$ cat config.mk
export PLATFORM = sky130hd
export DESIGN_NAME = nibbler_sequencer
export DESIGN_NICKNAME = d
export VERILOG_FILES = /design/src/rtl/nibbler_sequencer.sv
export SDC_FILE = /design/constraint.sdc
export NUM_CORES = 1
export LEC_CHECK = 0
export ABC_AREA = 1
export CAP_MARGIN = 20
export CORE_MARGIN = 2
export CORE_UTILIZATION = 40
export DETAILED_ROUTE_END_ITERATION = 10
export DONT_BUFFER_PORTS = 1
export PLACE_DENSITY = 0.57
export SLEW_MARGIN = 20
export SYNTH_ARGS = -nofsm -noshare
export SYNTH_HDL_FRONTEND = slang
export SYNTH_SLANG_ARGS = --single-unit
$ cat constraint.sdc
create_clock -name clk -period 1.6 [get_ports clk]
set_input_delay 0.16 -clock clk [delete_from_list [all_inputs] [get_ports clk]]
set_output_delay 0.16 -clock clk [all_outputs]
set_load 0.02 [all_outputs]
$ cat src/rtl/nibbler_sequencer.sv
//------------------------------------------------------------------------------
// Module      : nibbler_sequencer
// Description : Run/step/halt sequencer for a 4-bit two-phase CPU. Holds the
//               program counter, instruction register and ALU flags, builds
//               the microcode decoder address and gates the decoder's control
//               word onto the datapath only while execution is active.
//
// Ports
//   clk, reset         : single clock; synchronous active-high reset
//   run, step          : free-run level / single-instruction request
//   bp_en, bp_addr     : breakpoint enable and address (NIBBLER_BKPT_EN only)
//   prog_data [7:0]    : program-memory byte at pc (combinational read)
//   alu_c, alu_z       : ALU carry / zero results
//   cw_in  [12:0]      : control word from the microcode decoder
//   dec_addr [6:0]     : {opcode, C, Z, phase} to the microcode decoder
//   pc [11:0]          : program counter
//   operand [3:0]      : low nibble of the instruction
//   mem_addr [11:0]    : {operand, prog_data}, jump / memory address
//   cw_out [12:0]      : control word to datapath, zero when not active
//   halted, retire     : HALTED status / last cycle of an instruction
//
// Build option : define NIBBLER_BKPT_EN to add the breakpoint ports and logic.
//
// Revision     : 1.0  initial release
//------------------------------------------------------------------------------
`default_nettype none

module nibbler_sequencer (
  input  logic        clk,
  input  logic        reset,
  input  logic        run,
  input  logic        step,
`ifdef NIBBLER_BKPT_EN
  input  logic        bp_en,
  input  logic [11:0] bp_addr,
`endif
  input  logic [7:0]  prog_data,
  input  logic        alu_c,
  input  logic        alu_z,
  input  logic [12:0] cw_in,
  output logic [6:0]  dec_addr,
  output logic [11:0] pc,
  output logic [3:0]  operand,
  output logic [11:0] mem_addr,
  output logic [12:0] cw_out,
  output logic        halted,
  output logic        retire
);

  // Control word bit positions used by the sequencer itself
  localparam int c_CW_INC_PC    = 12;
  localparam int c_CW_LOAD_PC   = 11;
  localparam int c_CW_LOAD_FLAG = 9;

  typedef enum logic [1:0] {
    S_HALTED   = 2'd0,
    S_RUNNING  = 2'd1,
    S_STEPPING = 2'd2
  } state_t;

  state_t      r_state;
  logic        r_phase;
  logic [11:0] r_pc;
  logic [7:0]  r_instr;
  logic        r_c;
  logic        r_z;

  logic        w_bp_hit;
  logic        w_active;

`ifdef NIBBLER_BKPT_EN
  // A breakpoint only stops free-running execution at an instruction
  // boundary; stepping deliberately ignores it so the halted instruction
  // can be executed.
  assign w_bp_hit = (r_state == S_RUNNING) && !r_phase && bp_en && (r_pc == bp_addr);
`else
  assign w_bp_hit = 1'b0;
`endif

  assign w_active = ((r_state == S_RUNNING) || (r_state == S_STEPPING)) && !w_bp_hit;

  assign pc       = r_pc;
  assign operand  = r_instr[3:0];
  assign mem_addr = {r_instr[3:0], prog_data};
  assign dec_addr = {r_instr[7:4], r_c, r_z, r_phase};
  assign cw_out   = w_active ? cw_in : 13'd0;
  assign halted   = (r_state == S_HALTED);
  assign retire   = w_active && r_phase;

  always_ff @(posedge clk) begin
    if (reset) begin
      r_state <= S_HALTED;
      r_phase <= 1'b0;
      r_pc    <= 12'h000;
      r_instr <= 8'h00;
      r_c     <= 1'b0;
      r_z     <= 1'b0;
    end else begin
      case (r_state)
        S_HALTED: begin
          if (!r_phase) begin
            if (run) begin
              r_state <= S_RUNNING;
            end else if (step) begin
              r_state <= S_STEPPING;
            end
          end
        end
        S_RUNNING: begin
          // run is only looked at once the instruction has finished
          if (w_bp_hit) begin
            r_state <= S_HALTED;
          end else if (r_phase && !run) begin
            r_state <= S_HALTED;
          end
        end
        S_STEPPING: begin
          if (r_phase) begin
            r_state <= S_HALTED;
          end
        end
        default: begin
          r_state <= S_HALTED;
        end
      endcase

      if (w_active) begin
        r_phase <= ~r_phase;
        if (!r_phase) begin
          r_instr <= prog_data;
        end
        if (cw_in[c_CW_LOAD_PC]) begin
          r_pc <= mem_addr;
        end else if (cw_in[c_CW_INC_PC]) begin
          r_pc <= r_pc + 12'd1;
        end
        if (cw_in[c_CW_LOAD_FLAG]) begin
          r_c <= alu_c;
          r_z <= alu_z;
        end
      end
    end
  end

endmodule

`default_nettype wire
=== Word-level counts from Yosys, hierarchy flattened ===
Index checks and enable logic that the tools add are counted.

* Reductions and logical operators: 10
* Equal/unequal tests: 6
* Bitwise gates (word level): 1
* Multiplexer cells: 9
* Add/subtract/negate cells: 1

{| class="wikitable"
|+ Operators with widths
! operator !! number
|-
| $mux W12 || 2
|-
| $mux W13 || 1
|-
| $add A12 B1 Y12 const B || 1
|-
| $mux W2 || 5
|-
| $pmux W2 S3 || 1
|-
| $reduce_and A2 Y1 || 3
|-
| $ne A2 B2 Y1 const B || 2
|-
| $reduce_and A4 Y1 || 1
|-
| $ne A3 B3 Y1 const B || 1
|-
| $eq A2 B1 Y1 const B || 1
|-
| $eq A2 B2 Y1 const B || 1
|-
| $logic_and A1 B1 Y1 || 2
|-
| $logic_not A2 Y1 || 1
|-
| $ne A2 B1 Y1 const B || 1
|-
| $reduce_bool A2 Y1 || 1
|-
| $logic_not A1 Y1 || 1
|-
| $logic_or A1 B1 Y1 || 1
|-
| $not A1 Y1 || 1
|}

* Bits of input ports: 27
* Flip-flop bits (word level): 25
* Word-level logic and storage cells: 33
* Output and inout port bits: 50

=== Logic depth before layout (Yosys ltp) ===
* Word-level depth: 4
* Gate-level depth with buffers: 12
* Mapped depth without buffers: 10

=== Worst setup path after synthesis ===
No wires, ideal clock.

* Path kind: flip-flop to flip-flop
* From: register r_state[0]
* To: register r_pc[10], in the netlist pc[10]
* Period minus slack after synthesis: 1562 ps
* Stages on the path, launching flop included: 13
* Data required time: 1485 ps
* Slack: 38 ps
* Setup time: 115 ps
* Arrival time: 1447 ps
* Buffers on the path: 2
* Cell sequence: dfxtp_1 -> inv_1 -> ha_1 -> buf_6 -> nand2_8 -> inv_6 -> nor2_8 -> inv_4 -> buf_8 -> o21ai_2 -> inv_2 -> nand2_1 -> a21oi_2

* Cells in the longest elaborated chain, start to end: 3
* Elaborated cells between the ends (all ways): 4
* Those cells by class: eq/ne (2); reduce/logical (2)

{| class="wikitable"
|+ Ends and longest elaborated chain
! item !! line !! text
|-
| from (decl) || 61 || <nowiki>state_t r_state;</nowiki>
|-
| from (signal assigned) || 92 || <nowiki>r_state <= S_HALTED;</nowiki>
|-
| from (signal assigned) || 103 || <nowiki>r_state <= S_RUNNING;</nowiki>
|-
| from (signal assigned) || 105 || <nowiki>r_state <= S_STEPPING;</nowiki>
|-
| $eq A2 B1 Y1 or $eq A2 B2 Y1 (tied branches) || 80 || <nowiki>assign w_active = ((r_state == S_RUNNING) || (r_state == S_STEPPING)) && !w_bp_hit;</nowiki>
|-
| $logic_or A1 B1 Y1 (*) || 80 ||
|-
| $reduce_and A2 Y1 (no source line) (*) || - ||
|-
| to (signal assigned) || 133 || <nowiki>r_pc <= mem_addr;</nowiki>
|-
| to (signal assigned) || 135 || <nowiki>r_pc <= r_pc + 12'd1;</nowiki>
|-
| to (decl) || 63 || <nowiki>logic [11:0] r_pc;</nowiki>
|}

Every way passes the cells marked *; elsewhere a longest branch is shown, timed or not.
A chain may end at the register's enable or synchronous reset.

=== Final worst setup path ===
* From: register r_state[1]
* To: output cw_out[9]

* Cells in the longest elaborated chain, start to end: 3
* Elaborated cells between the ends (all ways): 4
* Those cells by class: eq/ne (2); mux (1); reduce/logical (1)

{| class="wikitable"
|+ Ends and longest elaborated chain
! item !! line !! text
|-
| $eq A2 B1 Y1 or $eq A2 B2 Y1 (tied branches) || 80 ||
|-
| $logic_or A1 B1 Y1 (*) || 80 ||
|-
| $mux W13 (*) || 86 || <nowiki>assign cw_out = w_active ? cw_in : 13'd0;</nowiki>
|-
| to (decl) || 45 || <nowiki>output logic [12:0] cw_out,</nowiki>
|}

Marked as above.

==> impl_metrics.csv <==
group,metric,value,unit
global_route,antenna_found_initial,0,
cts,cts.htree.levels,1,
route,vias_per_cell,5.030,
critical_path,crit_top_cell,"inv_1",
critical_path,cp-start-kind,"flip-flop",
sta,grt_setup_unrepaired,"yes",
critical_path,crit_start,"r_state[1]",
cts,cts_buffers,3,
sta,finalCritPeriodShare,0.9663,
sta,tightest_slew,610.1,ps
die,placementRows,23,
outcome,outcome,"finished, final reports clean",
critical_path,cp.required,1440,ps
route,antenna_left,0,
synthesis,syn_area_per_cell,6.860,sq um
power_and_ir_drop,sw_frac_of_total,0.4906,
final_layout,nFillCells,404,
placed_design,port_buffers,0,
global_route,grt.total_usage,0.1789,
route,wirelength,3978,um
synthesis,syn_nets,267,
critical_path,cp-end-kind,"primary output",
power_and_ir_drop,irDropWorstVdd,1038,uV
sta,min_period,1546,ps
synthesis,yosysUniqueCellTypes,34,
synthesis,synth_area,1619,sq um
route,top_layer,"met4",
final_layout,regArea,503.0,sq um
placed_design,gp_congestion,0.8686,
power_and_ir_drop,leakage,0.7867,nW
synthesis,synthCells,236,
synthesis,seq_area_frac_synth,0.3091,
critical_path,path_max_fanout,5,
cts,cts_sinks,25,
final_layout,syn_to_final_growth,10.90,%
global_route,grt_pass1_wl,6237,um
die,core-area,3943,sq um
final_layout,fin_util,0.4554,
route,drt_iter0_markers,59,
min_path,hold_path_class,"input port to flip-flop",
final_layout,final_cell_count_no_fill,297,
cts,clk_latency,280,ps
route,wl_per_cell,13.39,um
critical_path,worst_ep_arrival_time,1390,ps
sta,slew_violations,0,
min_path,worstHoldStart,"prog_data[1]",
die,ios,77,
sta,max_freq,0.6468,GHz
final_layout,n_antenna_cell,0,
critical_path,slowest_delay,340,ps
die,initial_core_util,0.4107,
die,die_area,4572,sq um
final_layout,final_area,1795,sq um
sta,hold_viol,0,
cts,clockRootBuffer,"clkbuf_8",
critical_path,criticalPathCategory,"flip-flop to primary output",
sta,fin_worst_skew,1.348,ps
cts,cts_tree,"built",
global_route,grt_remaining_overflow,0,
die,die_x,67.62,um
power_and_ir_drop,power_density,1949,nW/um^2
final_layout,multi_input_area,815.8,sq um
placed_design,place_inst,288,
placed_design,placed_cell_area,1685,sq um
placed_design,dp_hpwl,3005,um
route,wl_met2,1771,um
sta,setup_viol,0,
route,dr_wl_met3,311,um
critical_path,slowest_stage,"dfxtp_2",
route,route.layer.met1.wl,1848,um
power_and_ir_drop,comb_power_share,0.582,
cts,clk_pin_slew,90,ps
route,route.vias.total,1494,
die,die_h,67.62,um
sta,maxSlewHeadroom,0.5919,
synthesis,yosys_warnings,0,
power_and_ir_drop,power_switching,0.001717,W
cts,cts_buffer_depth,2,
power_and_ir_drop,p_int,0.001783,W
power_and_ir_drop,clkPwrFrac,0.112,
route,dr.pass1.iters,4,
global_route,grt_pass1_vias,1316,
critical_path,crit_path_cell_trace,"inv_1, ha_4, nand2_1, inv_1, buf_4",
route,drc,0,
flow_run,drv_cap,0,
global_route,grt_max_degree,17,
synthesis,synth_seq_cells,25,
power_and_ir_drop,p_seq_frac,0.306,
critical_path,timing.rr.start,"r_state[1]",
final_layout,finalNetCount,279,
final_layout,layout-drive-gt1-share,0.2713,
flip-flops by register name, summed over array words and instances, names as in the netlist:
| name | count |
|---|---|
| r_state | 2 |
| r_z | 1 |
| r_phase | 1 |
| r_instr | 8 |
| r_c | 1 |
| pc | 12 |
power by group through the flow:
| stage | clock (W) | combinational (W) | sequential, W |
|---|---|---|---|
| after global routing | 0.000417 | 0.00224 | 0.00110 |
| after CTS | 0.000396 | 0.00190 | 0.00107 |
| after floorplan | 0 | 0.00138 | 0.00117 |
| after global placement | 0 | 0.00182 | 0.00108 |
| after detailed placement | 0 | 0.00184 | 0.00108 |
| final | 0.000392 | 0.00204 | 0.00107 |
cells by family after synthesis:
logic type,after synthesis,share of synthesized area
simple gates,109,0.3029
buf+inv,55,0.1947
compound gates,43,0.1623
flops,25,0.3091
fa+ha+maj,4,0.03091
final timing paths:
path	end	slack, ps	cells past startpoint
max	cw_out[9]	50	5
min	pc[1]	30	2
max reg2reg	pc[5]	90	9
min reg2reg	r_instr[3]	530	2
layer usage:
metal | track usage | vias up
li1 | - | 758
met1 | 0.2457 | 671
met2 | 0.2770 | 60
met3 | 0.04167 | 5
met4 | 0.05357 | 0
met5 | 0 | -
repair_timing:
action	in CTS	in global routing
endpoints found under the setup margin	18	15
gates cloned	0	0
buffers inserted	0	4
hold buffers	1	0
endpoints found under the hold margin	12	0
resized for setup	3	15
pin swaps	0	1
critical path: cells and delay by family (launching register included):
kind	cells	cell delay, ps
adders and majority gates	1	340
and+or+nand+nor	1	110
DFF	1	340
buffers and inverters	3	320
cells in the mapped netlist:
library cell	n	area [sq um]
o31ai_1	1	7.510
buf_6	3	33.78
nor2_2	1	6.260
buf_8	1	15.01
a311oi_1	1	8.760
nand2_8	1	20.02
o211ai_1	1	7.510
inv_1	24	90.09
o21ai_0	18	90.09
ha_1	4	50.05
dfxtp_1	25	500.5
o22ai_1	1	6.260
nor3_1	3	15.01
a21oi_2	4	35.03
inv_8	1	11.26
clkinv_1	1	3.750
clkbuf_1	2	7.510
a211oi_1	1	7.510
or2_2	1	6.260
nand3b_1	3	22.52
a31oi_1	2	12.51
o21ai_2	4	35.03
inv_6	1	8.760
nand4_1	2	12.51
inv_4	1	6.260
nor2_1	32	120.1
nand2_1	51	191.4
o21bai_1	1	7.510
nand3_1	13	65.06
buf_4	16	120.1
nor2_8	1	20.02
a21oi_1	9	45.04
inv_2	5	18.77
nand2_4	1	11.26
cell usage in the layout, fill, tap and decap left out, types with 3 or more instances in the layout:
master    instances
dfxtp_1          23
nand3b_1          3
o21ai_0          18
nor2_1           32
inv_2            16
a21oi_2           4
nand2_1          51
ha_1              3
o21ai_2           4
buf_4            27
inv_1            13
a21oi_1           9
clkbuf_8          3
nand3_1          13
nor3_1            3
stage by stage:
stage,worst slack (ps),hold slack [ps],setup TNS [ps],power (W)
floorplan,37.54,238.0,0,0.002551
global placement,-1.310,225.8,-1.310,0.002905
detailed placement,-73.70,225.9,-160.9,0.002922
CTS,11.02,27.19,0,0.003367
global route,-2.648,29.56,-2.648,0.003763
finish,53.96,28.22,0,0.003499
layout make-up:
cell class                 count  area share
clock buffer                   4     0.02509
timing repair buffer          29      0.1247
sequential                    25      0.2801
tap                           50     0.03484
inverter                      33     0.08084
multi-input combinational    156      0.4544
No activity file was read; power rests on OpenSTA's default activity.
